### src/rtl/rv32_wb_bypass_if.sv
// Bundle between the pipeline and rv32_wb_bypass: RF read/write ports,
// execute result bus and forwarded operands.
interface rv32_wb_bypass_if #(
    parameter int AW = 8,
    parameter int DW = 32
);
    logic [AW-1:0] rs1_addr_c1;
    logic [AW-1:0] rs2_addr_c1;
    logic [DW-1:0] rs1_dato_reg_c2;
    logic [DW-1:0] rs2_dato_reg_c2;
    logic          res_vld_c3;
    logic [AW-1:0] res_addr_c3;
    logic [DW-1:0] res_dat_c3;
    logic          c_rf_wr;
    logic [AW-1:0] rd_addr_c6;
    logic [DW-1:0] rd_dati;
    logic [DW-1:0] rs1_fwd_c2;
    logic [DW-1:0] rs2_fwd_c2;
    logic          rs1_hit_c2;
    logic          rs2_hit_c2;

    modport master (
        output rs1_addr_c1, rs2_addr_c1,
        output rs1_dato_reg_c2, rs2_dato_reg_c2,
        output res_vld_c3, res_addr_c3, res_dat_c3,
        input  c_rf_wr, rd_addr_c6, rd_dati,
        input  rs1_fwd_c2, rs2_fwd_c2, rs1_hit_c2, rs2_hit_c2
    );

    modport slave (
        input  rs1_addr_c1, rs2_addr_c1,
        input  rs1_dato_reg_c2, rs2_dato_reg_c2,
        input  res_vld_c3, res_addr_c3, res_dat_c3,
        output c_rf_wr, rd_addr_c6, rd_dati,
        output rs1_fwd_c2, rs2_fwd_c2, rs1_hit_c2, rs2_hit_c2
    );
endinterface

### src/rtl/rv32_wb_bypass.sv
// Writeback delay pipe (c3..c6) plus c2 operand bypass from c3..c7.
// Optional RV32_X0_ZERO_EN: register 0 hardwired to zero.
module rv32_wb_bypass #(
    parameter int AW = 8,
    parameter int DW = 32
) (
    input  logic            clk,
    input  logic            rst_n,
    rv32_wb_bypass_if.slave bus
);

    logic          vld_c3;
    logic          vld_q  [4:7];
    logic [AW-1:0] addr_q [4:7];
    logic [DW-1:0] dat_q  [4:7];
    logic [AW-1:0] rs1_addr_c2;
    logic [AW-1:0] rs2_addr_c2;

`ifdef RV32_X0_ZERO_EN
    assign vld_c3 = bus.res_vld_c3 && (bus.res_addr_c3 != '0);
`else
    assign vld_c3 = bus.res_vld_c3;
`endif

    // c7 holds the entry written last edge, which the RF read missed
    always_ff @(posedge clk or negedge rst_n) begin
        if (!rst_n) begin
            for (int i = 4; i <= 7; i++) begin
                vld_q[i]  <= 1'b0;
                addr_q[i] <= '0;
                dat_q[i]  <= '0;
            end
            rs1_addr_c2 <= '0;
            rs2_addr_c2 <= '0;
        end else begin
            vld_q[4]  <= vld_c3;
            addr_q[4] <= bus.res_addr_c3;
            dat_q[4]  <= bus.res_dat_c3;
            for (int i = 5; i <= 7; i++) begin
                vld_q[i]  <= vld_q[i-1];
                addr_q[i] <= addr_q[i-1];
                dat_q[i]  <= dat_q[i-1];
            end
            rs1_addr_c2 <= bus.rs1_addr_c1;
            rs2_addr_c2 <= bus.rs2_addr_c1;
        end
    end

    assign bus.c_rf_wr    = vld_q[6];
    assign bus.rd_addr_c6 = addr_q[6];
    assign bus.rd_dati    = dat_q[6];

    // Oldest first so younger matches overwrite older ones
    function automatic logic [DW:0] bypass(
        input logic [AW-1:0] a,
        input logic [DW-1:0] rf,
        input logic          v3,
        input logic [AW-1:0] a3,
        input logic [DW-1:0] d3,
        input logic          v4, v5, v6, v7,
        input logic [AW-1:0] a4, a5, a6, a7,
        input logic [DW-1:0] d4, d5, d6, d7
    );
        logic [DW:0] r;
        r = {1'b0, rf};
        if (v7 && a7 == a) r = {1'b1, d7};
        if (v6 && a6 == a) r = {1'b1, d6};
        if (v5 && a5 == a) r = {1'b1, d5};
        if (v4 && a4 == a) r = {1'b1, d4};
        if (v3 && a3 == a) r = {1'b1, d3};
`ifdef RV32_X0_ZERO_EN
        if (a == '0) r = '0;
`endif
        return r;
    endfunction

    logic [DW:0] rs1_sel;
    logic [DW:0] rs2_sel;

    always_comb begin
        rs1_sel = bypass(rs1_addr_c2, bus.rs1_dato_reg_c2,
                         vld_c3, bus.res_addr_c3, bus.res_dat_c3,
                         vld_q[4], vld_q[5], vld_q[6], vld_q[7],
                         addr_q[4], addr_q[5], addr_q[6], addr_q[7],
                         dat_q[4], dat_q[5], dat_q[6], dat_q[7]);
        rs2_sel = bypass(rs2_addr_c2, bus.rs2_dato_reg_c2,
                         vld_c3, bus.res_addr_c3, bus.res_dat_c3,
                         vld_q[4], vld_q[5], vld_q[6], vld_q[7],
                         addr_q[4], addr_q[5], addr_q[6], addr_q[7],
                         dat_q[4], dat_q[5], dat_q[6], dat_q[7]);
    end

    assign bus.rs1_hit_c2 = rs1_sel[DW];
    assign bus.rs1_fwd_c2 = rs1_sel[DW-1:0];
    assign bus.rs2_hit_c2 = rs2_sel[DW];
    assign bus.rs2_fwd_c2 = rs2_sel[DW-1:0];

endmodule

### src/flat_wrapper.sv
// flat-port wrapper written by rule: the top's interface ports become plain ports
module rv32_wb_bypass_flat 
#(
    parameter int AW = 8,
    parameter int DW = 32
)
  (clk, rst_n, bus_rs1_addr_c1, bus_rs2_addr_c1, bus_rs1_dato_reg_c2, bus_rs2_dato_reg_c2, bus_res_vld_c3, bus_res_addr_c3, bus_res_dat_c3, bus_c_rf_wr, bus_rd_addr_c6, bus_rd_dati, bus_rs1_fwd_c2, bus_rs2_fwd_c2, bus_rs1_hit_c2, bus_rs2_hit_c2);
  rv32_wb_bypass_if #(.AW(AW), .DW(DW)) bus_i ();
  input  logic clk;
  input  logic rst_n;
  input wire logic [$bits(bus_i.rs1_addr_c1)-1:0] bus_rs1_addr_c1;
  input wire logic [$bits(bus_i.rs2_addr_c1)-1:0] bus_rs2_addr_c1;
  input wire logic [$bits(bus_i.rs1_dato_reg_c2)-1:0] bus_rs1_dato_reg_c2;
  input wire logic [$bits(bus_i.rs2_dato_reg_c2)-1:0] bus_rs2_dato_reg_c2;
  input wire logic [$bits(bus_i.res_vld_c3)-1:0] bus_res_vld_c3;
  input wire logic [$bits(bus_i.res_addr_c3)-1:0] bus_res_addr_c3;
  input wire logic [$bits(bus_i.res_dat_c3)-1:0] bus_res_dat_c3;
  output wire logic [$bits(bus_i.c_rf_wr)-1:0] bus_c_rf_wr;
  output wire logic [$bits(bus_i.rd_addr_c6)-1:0] bus_rd_addr_c6;
  output wire logic [$bits(bus_i.rd_dati)-1:0] bus_rd_dati;
  output wire logic [$bits(bus_i.rs1_fwd_c2)-1:0] bus_rs1_fwd_c2;
  output wire logic [$bits(bus_i.rs2_fwd_c2)-1:0] bus_rs2_fwd_c2;
  output wire logic [$bits(bus_i.rs1_hit_c2)-1:0] bus_rs1_hit_c2;
  output wire logic [$bits(bus_i.rs2_hit_c2)-1:0] bus_rs2_hit_c2;
  assign bus_i.rs1_addr_c1 = bus_rs1_addr_c1;
  assign bus_i.rs2_addr_c1 = bus_rs2_addr_c1;
  assign bus_i.rs1_dato_reg_c2 = bus_rs1_dato_reg_c2;
  assign bus_i.rs2_dato_reg_c2 = bus_rs2_dato_reg_c2;
  assign bus_i.res_vld_c3 = bus_res_vld_c3;
  assign bus_i.res_addr_c3 = bus_res_addr_c3;
  assign bus_i.res_dat_c3 = bus_res_dat_c3;
  assign bus_c_rf_wr = bus_i.c_rf_wr;
  assign bus_rd_addr_c6 = bus_i.rd_addr_c6;
  assign bus_rd_dati = bus_i.rd_dati;
  assign bus_rs1_fwd_c2 = bus_i.rs1_fwd_c2;
  assign bus_rs2_fwd_c2 = bus_i.rs2_fwd_c2;
  assign bus_rs1_hit_c2 = bus_i.rs1_hit_c2;
  assign bus_rs2_hit_c2 = bus_i.rs2_hit_c2;
  rv32_wb_bypass #(.AW(AW), .DW(DW)) u_core (.clk(clk), .rst_n(rst_n), .bus(bus_i));
endmodule
### config.mk
export PLATFORM = sky130hd
export DESIGN_NAME = rv32_wb_bypass_flat
export DESIGN_NICKNAME = d
export VERILOG_FILES = /design/src/rtl/rv32_wb_bypass_if.sv /design/src/rtl/rv32_wb_bypass.sv /design/src/flat_wrapper.sv
export SDC_FILE = /design/constraint.sdc
export NUM_CORES = 1
export LEC_CHECK = 0
export ABC_AREA = 1
export CORE_ASPECT_RATIO = 0.75
export CORE_MARGIN = 2
export CORE_UTILIZATION = 35
export CTS_CLUSTER_DIAMETER = 40
export CTS_CLUSTER_SIZE = 30
export DETAILED_ROUTE_END_ITERATION = 6
export GPL_ROUTABILITY_DRIVEN = 0
export MAX_ROUTING_LAYER = met4
export SLEW_MARGIN = 20
export SYNTH_ARGS = -nofsm -noshare
export SYNTH_HDL_FRONTEND = slang
export SYNTH_SLANG_ARGS = --single-unit
### constraint.sdc
create_clock -name clk -period 2.2 [get_ports clk]
set_input_delay 0.44 -clock clk [delete_from_list [all_inputs] [get_ports clk]]
set_output_delay 0.44 -clock clk [all_outputs]
set_load 0.005 [all_outputs]
==> tab_implementation.tex, run 1 <==
\begin{tabular}{lr}
\hline
Metric & Value \\
\hline
\multicolumn{2}{l}{\textbf{Floorplan}} \\
Height of the die & 158 um \\
Initial Utilization & 0.354 \\
Core Box Area & 31,100 um2 \\
Number of placement rows & 56 \\
Number of top-level pins & 230 \\
Overall die area & 32,900 um2 \\
Die Wd & 209 um \\
\multicolumn{2}{l}{\textbf{STA}} \\
RSZ-0062 raised after global routing & yes \\
Worst Setup Slack, final & -0.844 ns \\
Rel. slew slack & 0.745 \\
Time the final worst path needs with I/O delays and setup & 3.04 ns \\
Hold Vio Cnt, Final & 0 \\
Actual slew at the worst max-slew pin & 0.383 ns \\
Final setup vio count & 66 \\
Worst Skew & 0.00879 ns \\
Final max-slew violation count & 0 \\
Peak clock frequency supported by timing & 329 MHz \\
Tcrit/Tclk final & 1.38 \\
Final-layout worst hold slack & 0.309 ns \\
\multicolumn{2}{l}{\textbf{Drt}} \\
Top routing layer used & met4 \\
First DRT Iteration DRCs & 913 \\
Met3 wire len & 3640 um \\
Routed vias & 11,800 \\
Total wire length & 45,300 um \\
Number of vias per cell & 4.99 \\
DRT antenna net count & 0 \\
DRC viols & 0 \\
Met2 Routed Length & 20,200 um \\
Routed wirelength normalized by instance count & 19.1 um \\
Number of detailed-routing iterations run before antenna repair & 7 \\
Sum of routed wire segments on met1 & 20,700 um \\
\multicolumn{2}{l}{\textbf{Place}} \\
Detail Placement HPWL & 29,000 um \\
Placed standard-cell area & 14,400 um2 \\
Worst slack at placement & -0.979 ns \\
Number of buffer cells added on primary ports & 229 \\
\multicolumn{2}{l}{\textbf{Global route}} \\
Wire length of the first global-routing pass & 66,400 um \\
Overall fraction of global-route tracks in use & 0.276 \\
Largest net degree at the start of global routing & 44 \\
Initial antenna violation count & 2 \\
Via count of the first global-routing pass & 11,500 \\
Global-route congestion overflow total & 0 \\
\multicolumn{2}{l}{\textbf{Power}} \\
Power density of the placed cells & 482 nW/um2 \\
Maximum VDD drop & 0.000488 V \\
Leakage power of the design & 8.73 nW \\
\multicolumn{2}{l}{\textbf{Setup path}} \\
CP Class & input pin to output port \\
Worst setup EP type & output port \\
Worst Reg-to-Reg Cells & 1 \\
Worst path arrival time & 2.60 ns \\
Kind of start point of the critical path & input pin \\
CP Max Fanout & 4 \\
Biggest cell delay along the critical path & 0.54 ns \\
Critical Path RT & 1.76 ns \\
Critical-path cell list & clkdlybuf4s50\_1, inv\_1, nand2\_4, nand3\_4, nor3\_4, nand3b\_1, buf\_4, inv\_4, buf\_12, buf\_8, buf\_12, buf\_4, o21ai\_0, nand2\_1, nand2\_1, buf\_2 \\
Slowest cell on the critical path & clkdlybuf4s50\_1 \\
\multicolumn{2}{l}{\textbf{Layout}} \\
Non-Filler Cell Area, Final & 17,300 um2 \\
Final-layout fill cell count & 2,869 \\
Multi-input gate area in the final layout & 5640 um2 \\
Total Nets Final & 2,067 \\
Area taken by flip-flops and latches & 4520 um2 \\
Fraction of final layout cells with drive strength greater than 1 & 0.346 \\
Area growth from synthesis to layout & 57.6\% \\
\multicolumn{2}{l}{\textbf{Clock network}} \\
Clock-pin slew on the worst setup and hold paths & 0.07 ns \\
TritonCTS clock tree & yes \\
CTS root buffer & clkbuf\_16 \\
Maximum level of the CTS H-tree & 4 \\
Count of clock tree sinks & 180 \\
TritonCTS buffer count & 17 \\
Maximum count of clock buffers along a single path & 2 \\
Clock insertion delay at the later pin of the skew report & 0.45 ns \\
\multicolumn{2}{l}{\textbf{Logic synthesis}} \\
Net Count, Synth & 1,692 \\
Count of mapped cells out of synthesis & 1,569 \\
Area fraction of the dominant cell type after synthesis & 0.409 \\
Top cell type by total area after synthesis & dfrtp\_1 \\
Mean area per synthesized cell & 7.01 um2 \\
Yosys warning count & 0 \\
Number of distinct library cells after synthesis & 35 \\
Top area cells in the synthesized netlist & dfrtp\_1, nand2\_1, nand3\_1 \\
Proportion of synthesized chip area in sequential cells & 0.409 \\
Synth Register Bits & 180 \\
Netlist area before placement & 11,000 um2 \\
\multicolumn{2}{l}{\textbf{Hold path}} \\
HP Class & input pin to register \\
Worst hold path cell count & 1 \\
\multicolumn{2}{l}{\textbf{Run status}} \\
Failing checks & negative setup slack \\
Run status & complete, but fails checks \\
\multicolumn{2}{l}{\textbf{Job}} \\
Max-capacitance violation count & 0 \\
\hline
\end{tabular}
==> through the flow <==
stage	power (mW)	TNS (ns)	util	instances
final	8.36	-48.58	0.557	2364
after global placement	5.10	-59.85	0.463	2210
after detailed placement	5.11	-59.94	0.463	2210
after global routing	8.70	-55.07	0.557	2364
after CTS	8.29	-49.90	0.535	2343
after floorplan	4.23	0	-	1569
==> power by group <==
part | total (mW) | internal [mW] | switching, mW
Sequential | 3.63 | 3.48 | 0.150
Clock | 3.17 | 1.70 | 1.47
Combinational | 1.56 | 0.739 | 0.825
==> critical path, delay by kind of cell <==
kind            cells  cell delay [ns]
compound gates      1             0.06
buf+inv             9             1.49
simple gates        6             0.61
==> layout by cell type (no fill, tap or decap), types with 3 or more instances in the layout <==
cell type	count
nand2_2	118
nor2_1	24
inv_4	7
nand3_1	127
buf_4	100
xnor2_1	7
dfrtp_1	167
a21oi_2	3
buf_12	59
clkinvlp_4	4
clkdlybuf4s50_1	161
xor2_1	6
o21ai_4	4
inv_1	193
buf_8	12
clkinv_2	3
inv_2	54
nor2_4	12
clkbuf_2	3
nand2_4	18
nand2_1	429
nand4_1	14
nand3_4	11
a21oi_1	70
dfrtp_2	13
buf_6	59
o21ai_0	17
nor2_2	13
o21ai_2	32
nand3_2	44
buf_16	7
o21ai_1	45
nand2_8	3
clkbuf_16	22
buf_2	59
nand3b_1	4
==> final cells by class <==
class                      instances  share of cell area
timing repair buffer             470               0.295
clock buffer                      19              0.0255
tap                              406              0.0293
sequential                       180               0.261
multi-input combinational       1019               0.325
antenna                            2            0.000289
inverter                         256              0.0564
clock inverter                    12             0.00758
==> routing by layer <==
metal,GRT usage,vias up
met5,-,-
met1,0.374,5688
li1,-,5559
met4,0.0724,0
met2,0.418,488
met3,0.0626,64
==> cells in the mapped netlist <==
library cell / instances
nor4_2: 1
xor2_1: 6
or2_0: 2
o2111ai_1: 1
nor3b_1: 2
buf_4: 52
nand4_1: 14
a21oi_2: 1
clkbuf_1: 2
nor2_4: 6
nand2_1: 535
nand3_2: 32
buf_2: 48
nor3_1: 2
o22ai_1: 1
nand2_2: 30
o21ai_0: 50
o21ai_1: 48
o211ai_1: 1
nor3_2: 2
clkinv_1: 2
nor2_2: 4
xnor2_1: 9
inv_2: 58
inv_1: 196
nand2_4: 3
and3_1: 1
nand3b_1: 4
nor2b_1: 1
nor2_1: 39
nand3_1: 150
dfrtp_1: 180
buf_6: 12
or2_1: 1
a21oi_1: 73
==> cells by family (layout without fill, tap and decap cells) <==
logic type      after synthesis  count (layout)  share of synthesized area
buf+inv                     370             757                      0.158
simple gates                829             829                      0.340
other cells                   0               2                          0
xor+xnor                     15              15                     0.0119
compound gates              175             175                     0.0806
flops                       180             180                      0.409
==> flip-flops by register name, indices dropped and copies added, names as in the netlist <==
signal,count
u_core.addr_q,24
u_core.bus.c_rf_wr,1
u_core.bus.rd_addr_c6,8
u_core.bus.rd_dati,32
u_core.dat_q,96
u_core.rs1_addr_c2,8
u_core.rs2_addr_c2,8
u_core.vld_q,3
==> worst paths after layout <==
path,startpoint,end,slack (ns)
setup / recovery,bus_res_addr_c3[0],bus_rs2_fwd_c2[9],-0.84
hold / removal,bus_res_addr_c3[1],u_core.addr_q[25],0.31
setup reg to reg,u_core.bus.rd_addr_c6[2],u_core.addr_q[2],1.50
hold reg to reg,u_core.dat_q[112],u_core.dat_q[80],0.37
max in group asynchronous,rst_n,u_core.dat_q[9],1.08
min in group asynchronous,rst_n,u_core.dat_q[81],0.47
==> what timing repair did <==
action / CTS / global route
pin swaps: 95 / 125
endpoints found under the setup margin: 66 / 66
resized for setup: 485 / 177
buffers inserted: 92 / 25
hold buffers: 1 / 0
endpoints found under the hold margin: 34 / 0
cloned: 13 / 6
Power figures use the tool's default switching activity.
==> inputs of run 2 (changes only) <==
--- a/config.mk
+++ b/config.mk
@@ -5,7 +5,7 @@
 export SDC_FILE = /design/constraint.sdc
 export NUM_CORES = 1
 export LEC_CHECK = 0
-export ABC_AREA = 1
+export ABC_AREA = 0
 export CORE_ASPECT_RATIO = 0.75
 export CORE_MARGIN = 2
 export CORE_UTILIZATION = 35
==> run 2 against run 1 <==
Compared with the run above: the flow still finishes with violations (negative setup slack); critical path depth down 6; sequential power up 1%; cell count down 30%; first-iteration DRC count down 4.6%; fmax down 6.7%; utilization up 6.3 points; non-clock buffer count down 14; synthesized cell count down 39%; routed wire length down 9.6%; clock skew up 0.0052 ns.
==> tab_implementation.tex, run 2 <==
\begin{tabular}{lr}
\hline
Metric & Value \\
\hline
\multicolumn{2}{l}{\textbf{Layout}} \\
Total Nets Final & 1,423 (-31\%) \\
Most frequent cells in the layout & dfrtp\_1, clkdlybuf4s50\_1, buf\_4 \\
Most common cell after layout, fill and taps aside & dfrtp\_1 \\
Final core utilization & 0.621 (+0.0632) \\
Register ranked first by flip-flop count & u\_core.dat\_q \\
Final-layout fill cell count & 2,020 (-30\%) \\
Fraction of final layout cells with drive strength greater than 1 & 0.456 (+0.110) \\
Number of flip-flops in the largest register & 96 (unchanged) \\
Area growth from synthesis to layout & 74.5\% \\
\multicolumn{2}{l}{\textbf{STA}} \\
Peak clock frequency supported by timing & 307 MHz (-6.7\%) \\
Hold Vio Cnt, Final & 0 (unchanged) \\
Final setup vio count & 66 (unchanged) \\
Worst Skew & 0.0139 ns (+0.00515 ns) \\
Final-layout worst hold slack & 0.395 ns (+0.0867 ns) \\
Actual slew at the worst max-slew pin & 0.499 ns (+0.116 ns) \\
RSZ-0062 raised after global routing & yes \\
Rel. slew slack & 0.664 (-0.0807) \\
Worst Setup Slack, final & -1.06 ns (-0.218 ns) \\
Time the final worst path needs with I/O delays and setup & 3.26 ns (+0.218 ns) \\
Final max-slew violation count & 0 (unchanged) \\
Tcrit/Tclk final & 1.48 (+0.0993) \\
\multicolumn{2}{l}{\textbf{Drt}} \\
First DRT Iteration DRCs & 871 (-4.6\%) \\
Routed vias & 9,622 (-18\%) \\
DRC viols & 0 (unchanged) \\
Total wire length & 40,900 um (-9.6\%) \\
Number of detailed-routing iterations run before antenna repair & 5 (-2) \\
Number of vias per cell & 5.80 (+16\%) \\
DRT antenna net count & 0 (unchanged) \\
Routed wirelength normalized by instance count & 24.7 um (+29\%) \\
\multicolumn{2}{l}{\textbf{Logic synthesis}} \\
Mean area per synthesized cell & 9.58 um2 (+37\%) \\
Yosys warning count & 0 (unchanged) \\
Number of distinct library cells after synthesis & 35 (unchanged) \\
Netlist area before placement & 9240 um2 (-16\%) \\
Synth Register Bits & 180 (unchanged) \\
Top area cells in the synthesized netlist & dfrtp\_1, xnor2\_1, a211oi\_1 \\
Count of mapped cells out of synthesis & 964 (-39\%) \\
Proportion of synthesized chip area in sequential cells & 0.488 (+0.0783) \\
Top cell type by total area after synthesis & dfrtp\_1 \\
Commonest register cell after synthesis & dfrtp\_1 \\
Most frequent cells after synthesis & dfrtp\_1, nand2\_1, xnor2\_1 \\
Number of enable-type register cells in the synthesized netlist & 0 (unchanged) \\
Asr flop ratio synth & 1.00 (unchanged) \\
Net Count, Synth & 1,087 (-36\%) \\
Area fraction of the dominant cell type after synthesis & 0.488 (+0.0783) \\
Most common cell in the synthesized netlist & dfrtp\_1 \\
\multicolumn{2}{l}{\textbf{Clock network}} \\
Clock-pin slew on the worst setup and hold paths & 0.07 ns (about the same) \\
Maximum count of clock buffers along a single path & 2 (unchanged) \\
TritonCTS clock tree & yes \\
TritonCTS buffer count & 17 (unchanged) \\
CTS root buffer & clkbuf\_16 \\
Count of clock tree sinks & 180 (unchanged) \\
Clock insertion delay at the later pin of the skew report & 0.45 ns (about the same) \\
Maximum level of the CTS H-tree & 4 (unchanged) \\
\multicolumn{2}{l}{\textbf{Floorplan}} \\
Overall die area & 27,700 um2 (-16\%) \\
Height of the die & 145 um (-8.2\%) \\
Die Wd & 192 um (-8.2\%) \\
Core Box Area & 26,000 um2 (-17\%) \\
Number of top-level pins & 230 (unchanged) \\
Initial Utilization & 0.356 (+0.00196) \\
Number of placement rows & 51 (-8.9\%) \\
\multicolumn{2}{l}{\textbf{Global route}} \\
Busiest layer in global routing & met2 \\
Overall fraction of global-route tracks in use & 0.295 (+0.0188) \\
Initial antenna violation count & 2 (unchanged) \\
Met1 Use GR & 0.413 (+0.0392) \\
Met2 Usage GRT & 0.435 (+0.0169) \\
M3 GR Usage & 0.0735 (+0.0109) \\
Global-route congestion overflow total & 0 (unchanged) \\
Largest net degree at the start of global routing & 60 (+36\%) \\
Via count of the first global-routing pass & 9,755 (-15\%) \\
Wire length of the first global-routing pass & 59,100 um (-11\%) \\
\multicolumn{2}{l}{\textbf{Power}} \\
Portion of total power attributed to combinational logic & 0.193 (+0.006) \\
Switching fraction of total power & 0.275 (-0.0166) \\
Maximum VDD drop & 0.000590 V (+21\%) \\
Switch Pwr & 2.40 mW (-1.8\%) \\
Total chip power & 8.70 mW (+4.1\%) \\
Register share of total power & 0.422 (-0.012) \\
Internal power summed over all cells & 6.31 mW (+6.5\%) \\
Clk network pwr share & 0.386 (+0.007) \\
Leakage power of the design & 6.42 nW (-26\%) \\
Power density of the placed cells & 540 nW/um2 (+12\%) \\
\multicolumn{2}{l}{\textbf{Hold path}} \\
HP Class & register to register \\
\multicolumn{2}{l}{\textbf{Setup path}} \\
Slowest cell on the critical path & dfrtp\_2 \\
Biggest cell delay along the critical path & 0.46 ns (-0.08 ns) \\
Most Frequent Cell on Critical Path & buf\_6 \\
Kind of start point of the critical path & register \\
Worst setup EP type & output port \\
Critical-path cell list & buf\_6, xnor2\_2, nand4\_1, or3\_4, buf\_6, buf\_16, a311oi\_2, a211oi\_1, o21ai\_1, buf\_2 \\
Setup slack of the worst register-to-register path & 1.30 ns (-0.20 ns) \\
CP Max Fanout & 8 (+4) \\
CP Buf/Inv Count & 4 (-5) \\
CP delay by family, top & simple AND/OR/NAND/NOR gates \\
Worst path arrival time & 2.82 ns (+0.22 ns) \\
Critical Path RT & 1.76 ns (about the same) \\
CP Class & register to output port \\
\multicolumn{2}{l}{\textbf{Run status}} \\
Run status & complete, but fails checks \\
Failing checks & negative setup slack \\
\multicolumn{2}{l}{\textbf{Job}} \\
Max-capacitance violation count & 0 (unchanged) \\
\multicolumn{2}{l}{\textbf{Place}} \\
Detail Placement HPWL & 24,900 um (-14\%) \\
Number of buffer cells added on primary ports & 229 (unchanged) \\
\hline
\end{tabular}
==> run 2: through the flow <==
stage	TNS (ns)	cells	setup slack, ns	area, um2
after global routing	-68.23	1658	-1.19	16100
final	-61.79	1658	-1.06	16100
after CTS	-64.78	1643	-1.07	15000
after global placement	-64.78	1543	-1.09	13000
after detailed placement	-65.55	1543	-1.09	13000
after floorplan	-2.67	964	-0.0812	9690
==> run 2: repair_timing <==
item,CTS,global route
pin swaps,137,122
cloned,12,8
buffers inserted,61,19
endpoints found under the hold margin,30,0
resized for setup,430,196
setup endpoints to repair,66,66
hold buffers,1,0
==> run 2: worst paths after layout <==
check | end | cells after the start | start
min in group asynchronous | u_core.dat_q[8] | 2 | rst_n
worst max register to register | u_core.addr_q[2] | 3 | u_core.bus.rd_addr_c6[2]
worst min register to register | u_core.dat_q[95] | 0 | u_core.dat_q[127]
worst max-delay path | bus_rs1_fwd_c2[19] | 10 | u_core.rs1_addr_c2[3]
worst min-delay path | u_core.dat_q[95] | 0 | u_core.dat_q[127]
max in group asynchronous | u_core.dat_q[31] | 3 | rst_n
==> run 2: metal layers <==
layer / vias up / share of wire / routed length, um
met5: - / 0 / 0
met4: 0 / 0.011 / 450
met3: 47 / 0.087 / 3570
met2: 517 / 0.45 / 18400
met1: 4869 / 0.45 / 18500
li1: 4189 / - / -
==> run 2: area by class of cell <==
cell class                 instances  area [um2]  share of cell area
multi-input combinational        642        5790               0.360
clock buffer                      17         425              0.0264
inverter                           3        11.3            0.000699
antenna                            2        5.00            0.000311
clock inverter                    14         200              0.0124
timing repair buffer             456        4730               0.293
tap                              344         430              0.0267
sequential                       180        4520               0.281
==> run 2: logic make-up after synthesis <==
group / after synthesis / synth area share
mux: 3 / 0.00352
xor+xnor: 80 / 0.0775
compound gates: 254 / 0.185
flops: 180 / 0.488
simple gates: 305 / 0.164
buf+inv: 142 / 0.0822
==> run 2: power by group through the flow <==
stage / registers, mW / logic (mW) / clock network [mW]
after CTS: 3.65 / 1.51 / 3.37
after detailed placement: 3.70 / 1.34 / 0
after floorplan: 3.64 / 0.578 / 0
after global placement: 3.70 / 1.33 / 0
final: 3.67 / 1.68 / 3.36
after global routing: 3.69 / 1.77 / 3.52
